--- src/rtl/serial_sub.sv ---
// rtl/serial_sub.sv - bit-serial unsigned subtractor with valid/ready handshakes
//
// Computes y = (a - b) mod 2^W one bit per cycle, LSB first.
// Optional build macro SERIAL_SUB_SAT_EN: clamp y to zero when the final borrow is set.
//
// Ports:
//   c          clock, all state updates on posedge
//   r          synchronous active-high reset
//   in_valid   operand pair a/b valid (sampled only in IDLE)
//   in_ready   high only in IDLE
//   a, b       minuend / subtrahend, W bits
//   out_valid  high only in DONE
//   out_ready  consumer accepts y/borrow
//   y          difference, 0 outside DONE
//   borrow     final borrow (a < b), 0 outside DONE

module serial_sub #(
  parameter int W = 8
) (
  input  logic         c,
  input  logic         r,
  input  logic         in_valid,
  output logic         in_ready,
  input  logic [W-1:0] a,
  input  logic [W-1:0] b,
  output logic         out_valid,
  input  logic         out_ready,
  output logic [W-1:0] y,
  output logic         borrow
);

  localparam int CW = $clog2(W);

  typedef enum logic [1:0] {
    IDLE = 2'd0,
    RUN  = 2'd1,
    DONE = 2'd2
  } state_t;

  state_t         state, state_n;
  logic [W-1:0]   a_q, b_q, res_q;
  logic [CW-1:0]  cnt;
  logic           br;
  logic           diff_bit, br_n, last_bit;

  // One full-subtractor slice operating on the current LSBs of the shifting operands.
  assign diff_bit = a_q[0] ^ b_q[0] ^ br;
  assign br_n     = (~a_q[0] & b_q[0]) | (~(a_q[0] ^ b_q[0]) & br);
  assign last_bit = (cnt == CW'(W - 1));

  always_ff @(posedge c) begin
    if (r) state <= IDLE;
    else   state <= state_n;
  end

  always_comb begin
    state_n   = state;
    in_ready  = 1'b0;
    out_valid = 1'b0;
    case (state)
      IDLE: begin
        in_ready = 1'b1;
        if (in_valid) state_n = RUN;
      end
      RUN: begin
        if (last_bit) state_n = DONE;
      end
      DONE: begin
        out_valid = 1'b1;
        if (out_ready) state_n = IDLE;
      end
      default: state_n = IDLE;
    endcase
  end

  always_ff @(posedge c) begin
    if (r) begin
      a_q   <= '0;
      b_q   <= '0;
      res_q <= '0;
      cnt   <= '0;
      br    <= 1'b0;
    end else begin
      case (state)
        IDLE: begin
          if (in_valid) begin
            a_q <= a;
            b_q <= b;
            cnt <= '0;
            br  <= 1'b0;
          end
        end
        RUN: begin
          // Operands shift right so bit 0 is always the bit in flight; the
          // result fills from the MSB end so it is aligned after W shifts.
          a_q   <= a_q >> 1;
          b_q   <= b_q >> 1;
          res_q <= {diff_bit, res_q[W-1:1]};
          br    <= br_n;
          cnt   <= cnt + CW'(1);
        end
        default: ;
      endcase
    end
  end

  always_comb begin
    y      = '0;
    borrow = 1'b0;
    if (state == DONE) begin
      borrow = br;
`ifdef SERIAL_SUB_SAT_EN
      y = br ? '0 : res_q;
`else
      y = res_q;
`endif
    end
  end

endmodule
--- config.mk ---
export PLATFORM = sky130hd
export DESIGN_NAME = serial_sub
export DESIGN_NICKNAME = d
export VERILOG_FILES = /design/src/rtl/serial_sub.sv
export SDC_FILE = /design/constraint.sdc
export NUM_CORES = 1
export LEC_CHECK = 0
export ABC_AREA = 1
export BUFFER_PORTS_ARGS = -buffer_cell sky130_fd_sc_hd__buf_2
export CAP_MARGIN = 20
export CELL_PAD_IN_SITES_DETAIL_PLACEMENT = 0
export CELL_PAD_IN_SITES_GLOBAL_PLACEMENT = 1
export CORE_UTILIZATION = 33
export DETAILED_ROUTE_END_ITERATION = 16
export PLACE_DENSITY_LB_ADDON = 0.1
export REMOVE_ABC_BUFFERS = 1
export SETUP_SLACK_MARGIN = 0.4
export SYNTH_ARGS = -nofsm -noshare
export SYNTH_HDL_FRONTEND = slang
export SYNTH_SLANG_ARGS = --single-unit
--- constraint.sdc ---
create_clock -name c -period 1.1 [get_ports c]
set_clock_uncertainty 0.05 [all_clocks]
set_input_delay 0.11 -clock c [delete_from_list [all_inputs] [get_ports c]]
set_output_delay 0.11 -clock c [all_outputs]
set_load 0.02 [all_outputs]
==> run_results.csv, run 1 <==
group,metric,value,unit
detailed_routing,drt_pre_antenna_iters,4,
clock_network,cts_sinks,30,
timing,rsz0062_at_grt,"true",
timing,relSlewSlack,86.0,%
timing,finalHoldViolCount,0,
worst_setup_path,crit_fanout,4,
worst_setup_path,crit_required,0.94,ns
clock_network,htree_levels,2,
placement,placed_cell_area,1760,um2
timing,tightest_slew,0.209,ns
layout,seq_area,609,um2
worst_setup_path,slowest_delay,0.37,ns
placement,hpwl,2060,um
detailed_routing,num_vias,1476,
status,violations,"setup timing",
floorplan,core,4140,um2
logic_synthesis,synth_warnings,0,
logic_synthesis,synth-seq-cells,30,
logic_synthesis,syn-instance-count,226,
placement,io_buffers,30,
logic_synthesis,avgSynthCellArea,6.53,um2
floorplan,die_width,68.9,um
layout,area_growth,71.9,%
timing,period_share,123,%
floorplan,row_count,23,
timing,maxSlewViolCount,0,
clock_network,path_clk_slew,0.06,ns
power_and_ir_drop,power,2.85,mW
placement,post-place-ws,-0.0994,ns
floorplan,io-pin-count,31,
floorplan,die_area,4750,um2
layout,diodes,0,
clock_network,clock_latency,0.28,ns
layout,fin_area,2540,um2
logic_synthesis,syn_area,1480,um2
power_and_ir_drop,leakage,1.19,nW
logic_synthesis,synth_largest_area_cell,"dfxtp_1",
worst_setup_path,worstPathCellList,"nor2_4, inv_4, clkbuf_16, nor2_2, buf_6",
logic_synthesis,yosys-top-cells-area,"dfxtp_1, nand2_1, inv_1",
worst_setup_path,cp-start-kind,"register",
grt,grt_usage,16.5,%
timing,post-route-min-period,1.36,ns
detailed_routing,wire_per_inst,11.4,um
logic_synthesis,yosysSeqAreaShare,40.7,%
clock_network,cts_made_buffers,5,
timing,setup_ws,-0.258,ns
grt,antenna_found_initial,0,
status,status,"complete, but fails checks",
power_and_ir_drop,p_per_area,1120,nW/um2
logic_synthesis,synth_top_area_share,40.7,%
detailed_routing,remaining_drc_errors,0,
floorplan,die_height,68.9,um
grt,grt_pass1_vias,1268,
layout,nets,308,
grt,overflow,0,
floorplan,start_util,35.6,%
grt,grt_max_degree,17,
run,maxCapViolCount,0,
clock_network,postCtsHoldBufs,0,
grt,grt_first_pass_wirelength,5690,um
clock_network,cts_tree,"built",
layout,fin_cells,336,
timing,fmax,0.736,GHz
hold_path,holdCritPathClass,"input pin to register",
power_and_ir_drop,vdd_drop_max,833,uV
worst_setup_path,path_class,"register to primary output",
layout,drive_above_1_share,49.7,%
worst_setup_path,slowest_stage,"dfxtp_4",
detailed_routing,drt-total-wl,3830,um
placement,dpl.cell_count,311,
logic_synthesis,yosysUniqueCellTypes,14,
timing,setup-violations-final,35,
worst_setup_path,cp-end-kind,"primary output",
worst_setup_path,r2r_slack,-0.21,ns
layout,fillCellCount,376,
detailed_routing,postRouteAntennaNets,0,
placement,globalplace.congestion,0.693,
worst_setup_path,arrival,1.20,ns
detailed_routing,drt_iter0_markers,58,
detailed_routing,via_per_inst,4.39,
layout,multi_input_comb_area,943,um2
clock_network,root_buffer,"clkbuf_8",
clock_network,clockBufferDepth,2,
==> registers in the layout, indices dropped and copies added, names as in the netlist <==
name   count
a_q        8
b_q        8
res_q      8
cnt        3
state      2
br         1
==> cells by family after synthesis <==
family                   Yosys count  synth area share (%)
AND/OR/NAND/NOR                  101                  26.0
flip-flops                        30                  40.7
AO/OA/AOI/OAI                     37                  13.3
buffers and inverters             55                  16.9
adder cells (fa/ha/maj)            3                  3.05
==> worst max-delay path, delay by kind of cell (launching register included) <==
| family | cells | cell delay [ns] |
|---|---|---|
| DFF | 1 | 0.37 |
| buffers and inverters | 3 | 0.32 |
| and+or+nand+nor | 2 | 0.23 |
==> metrics by stage <==
stage | setup TNS [ns] | hold slack, ns | utilization [%]
CTS | -5.90 | 0.0123 | 52.3
floorplan | -14.66 | 0.129 | -
detailed placement | -1.39 | 0.320 | 42.4
finish | -6.08 | 0.0186 | 61.3
global placement | -0.788 | 0.324 | 42.4
global route | -7.56 | 0.0386 | 61.3
==> cell usage after synthesis (all sizes together) <==
master	instances
nand2	71
inv	44
dfxtp	30
a21oi	28
nor2	28
buf	10
o21ai	9
ha	2
nand3	2
clkinv	1
fa	1
==> final timing paths <==
path / from / endpoint / cells past startpoint
worst max-delay path: state[0]$_SDFFE_PP0P_ / y[7] / 5
worst min-delay path: out_ready / state[1]$_SDFFE_PP0P_ / 4
worst max register to register: state[1]$_SDFFE_PP0P_ / a_q[2]$_SDFFE_PP0P_ / 8
worst min register to register: cnt[2]$_SDFFE_PP0P_ / cnt[2]$_SDFFE_PP0P_ / 2
==> area by class of cell <==
cell class	count	share of cell area, %
clock buffer	7	3.40
clock inverter	1	0.197
inverter	45	7.05
multi-input combinational	141	37.2
sequential	30	24.0
tap	50	2.46
timing repair buffer	62	25.7
==> cells in the final DEF, fill, tap and decap left out, drive strengths merged <==
master  instances
ha              2
o21ai           9
nand2          71
buf            60
a21oi          28
clkbuf          9
dfxtp          30
nand3           2
clkinv          1
fa              1
nor2           28
inv            45
==> routing by layer <==
layer	share of wire, %	track usage [%]	vias to the layer above	routed length (um)
met4	1.1	5.36	0	42
li1	-	-	789	-
met2	47	25.1	29	1820
met3	3.5	4.44	4	134
met1	48	22.5	654	1840
met5	0	0	-	0
==> report_power, final <==
group | switching, mW | total, mW | internal (mW)
clock network | 0.413 | 0.917 | 0.504
registers | 0.0452 | 1.22 | 1.17
logic | 0.371 | 0.712 | 0.341
==> timing repair <==
item / CTS / global route
pin swaps: 6 / 21
setup endpoints to repair: 41 / 41
endpoints found under the hold margin: 0 / 0
buffers inserted: 8 / 4
gates cloned: 3 / 2
gates resized for setup: 59 / 83
No activity file was read; power rests on OpenSTA's default activity.
==> inputs of run 2 (changes only) <==
SETUP_SLACK_MARGIN = 0.02   (was 0.4)
TNS_END_PERCENT = 30   (was default)
==> run 2 against run 1 <==
The flow still finishes with violations (setup timing); via count decreased by 4.7%; die area unchanged; clock power decreased by 0.7%; flip-flop and latch count unchanged; register-to-register slack improved by 0.04 ns; cell area decreased by 11%; global-route usage decreased by 1.7 points; largest cell class unchanged.
==> run_results.csv, run 2 (synthesis results as in run 1) <==
group,metric,value,unit
status,status,"complete, but fails checks",
status,violations,"setup timing",
floorplan,start_util,35.6,%
power_and_ir_drop,p_per_area,1190,nW/um2
layout,area_growth,52.5,%
timing,finalHoldViolCount,0,
worst_setup_path,worstRegToRegCells,8,
layout,top_regs,"a_q x8, b_q x8, res_q x8",
worst_setup_path,path_depth,5,
timing,setup-violations-final,33,
worst_setup_path,startpoint,"state[0]$_SDFFE_PP0P_",
detailed_routing,num_vias,1407,
power_and_ir_drop,vdd_drop_max,826,uV
placement,globalplace.congestion,0.693,
hold_path,hold_depth,4,
worst_setup_path,r2r_slack,-0.17,ns
clock_network,path_clk_slew,0.06,ns
worst_setup_path,cp-end-kind,"primary output",
floorplan,io-pin-count,31,
timing,rsz0062_at_grt,"true",
worst_setup_path,r2r_start,"state[1]$_SDFFE_PP0P_",
grt,grt_usage,14.9,%
timing,fmax,0.733,GHz
timing,tightest_slew,0.202,ns
detailed_routing,drt_pre_antenna_iters,4,
clock_network,cts_made_buffers,5,
grt,grt_max_degree,25,
detailed_routing,drt_iter0_markers,40,
detailed_routing,via_per_inst,4.28,
power_and_ir_drop,leakage,1.09,nW
placement,io_buffers,30,
worst_setup_path,worstPathCellList,"nor2_4, inv_4, buf_8, nor2_1, buf_4",
worst_setup_path,slowest_stage,"dfxtp_4",
clock_network,clock_latency,0.28,ns
placement,post-place-ws,-0.0994,ns
floorplan,row_count,23,
worst_setup_path,arrival,1.20,ns
floorplan,die_width,68.9,um
detailed_routing,remaining_drc_errors,0,
floorplan,die_area,4750,um2
grt,overflow,0,
placement,hpwl,2060,um
layout,final_util,54.3,%
timing,period_share,124,%
layout,nets,301,
timing,tns,-5.25,ns
floorplan,core,4140,um2
grt,grt_pass1_vias,1152,
run,maxCapViolCount,0,
clock_network,htree_levels,2,
worst_setup_path,crit_fanout,5,
worst_setup_path,crit_required,0.94,ns
clock_network,root_buffer,"clkbuf_8",
worst_setup_path,path_class,"register to primary output",
grt,antenna_found_initial,0,
grt,grt_first_pass_wirelength,5120,um
clock_network,clockBufferDepth,2,
clock_network,cts_sinks,30,
worst_setup_path,crit_family,"flip-flops",
worst_setup_path,critPathBufInv,3,
layout,drive_above_1_share,35.5,%
hold_path,hp-start,"out_ready",
layout,final_common_cell,"nand2_1",
floorplan,die_height,68.9,um
worst_setup_path,slowest_delay,0.37,ns
timing,relSlewSlack,86.5,%
detailed_routing,drt-total-wl,3470,um
detailed_routing,wire_per_inst,10.5,um
hold_path,holdCritPathClass,"input pin to register",
clock_network,postCtsHoldBufs,0,
worst_setup_path,cp-start-kind,"register",
timing,maxSlewViolCount,0,
timing,post-route-min-period,1.36,ns
layout,mostFrequentLayoutCells,"nand2_1, inv_1, dfxtp_1",
clock_network,cts_tree,"built",
timing,setup_ws,-0.265,ns
detailed_routing,postRouteAntennaNets,0,
layout,diodes,0,
run 2: path summary, 6_finish.rpt:
kind                                         endpoint
worst max register to register    a_q[2]$_SDFFE_PP0P_
worst max-delay path                             y[5]
worst min-delay path            state[1]$_SDFFE_PP0P_
worst min register to register    b_q[7]$_SDFFE_PP0P_
run 2: per-stage QoR:
stage                     total power [mW]  instance area, um2  cells  hold slack (ns)
after detailed placement              1.64                1760    311            0.320
after floorplan                       1.48                1400    216            0.129
final                                 2.68                2250    329           0.0238
after global placement                1.65                1760    311            0.324
after CTS                             2.60                1990    324           0.0129
after global routing                  2.83                2250    329           0.0426
run 2: cell type report:
cell class,instances,area (um2)
flip-flops and latches,30,608
fillers,414,1890
clock inverters,1,5.00
inverters,45,171
multi-input cells,141,778
repair buffers,55,539
clock buffers,7,86.3
well taps,50,62.6
run 2: what timing repair did:
action,4_1_cts,5_1_grt
pin swaps,4,7
buffers inserted,5,1
resized for setup,41,44
setup endpoints to repair,40,41
cloned,0,4
run 2: worst reg2reg max path: stages, from the launching register on:
cell and delay (ns):
dfxtp_2 0.32, inv_2 0.08, buf_6 0.11, buf_6 0.09
o21ai_4 0.05, buf_12 0.14, clkbuf_16 0.16, a21oi_2 0.11
nor2_1 0.05
run 2: metal layers:
metal,vias to the layer above,share of wire [%],track usage (%)
met5,-,0,0
met4,0,1.0,5.36
met3,4,3.6,4.44
met2,24,44,20.6
met1,608,51,21.4
li1,771,-,-
run 2: report_power, final:
group          switching (mW)  total (mW)  internal [mW]
sequential             0.0383        1.21           1.17
combinational           0.296       0.557          0.261
clock                   0.407       0.911          0.504
total                   0.741        2.68           1.94
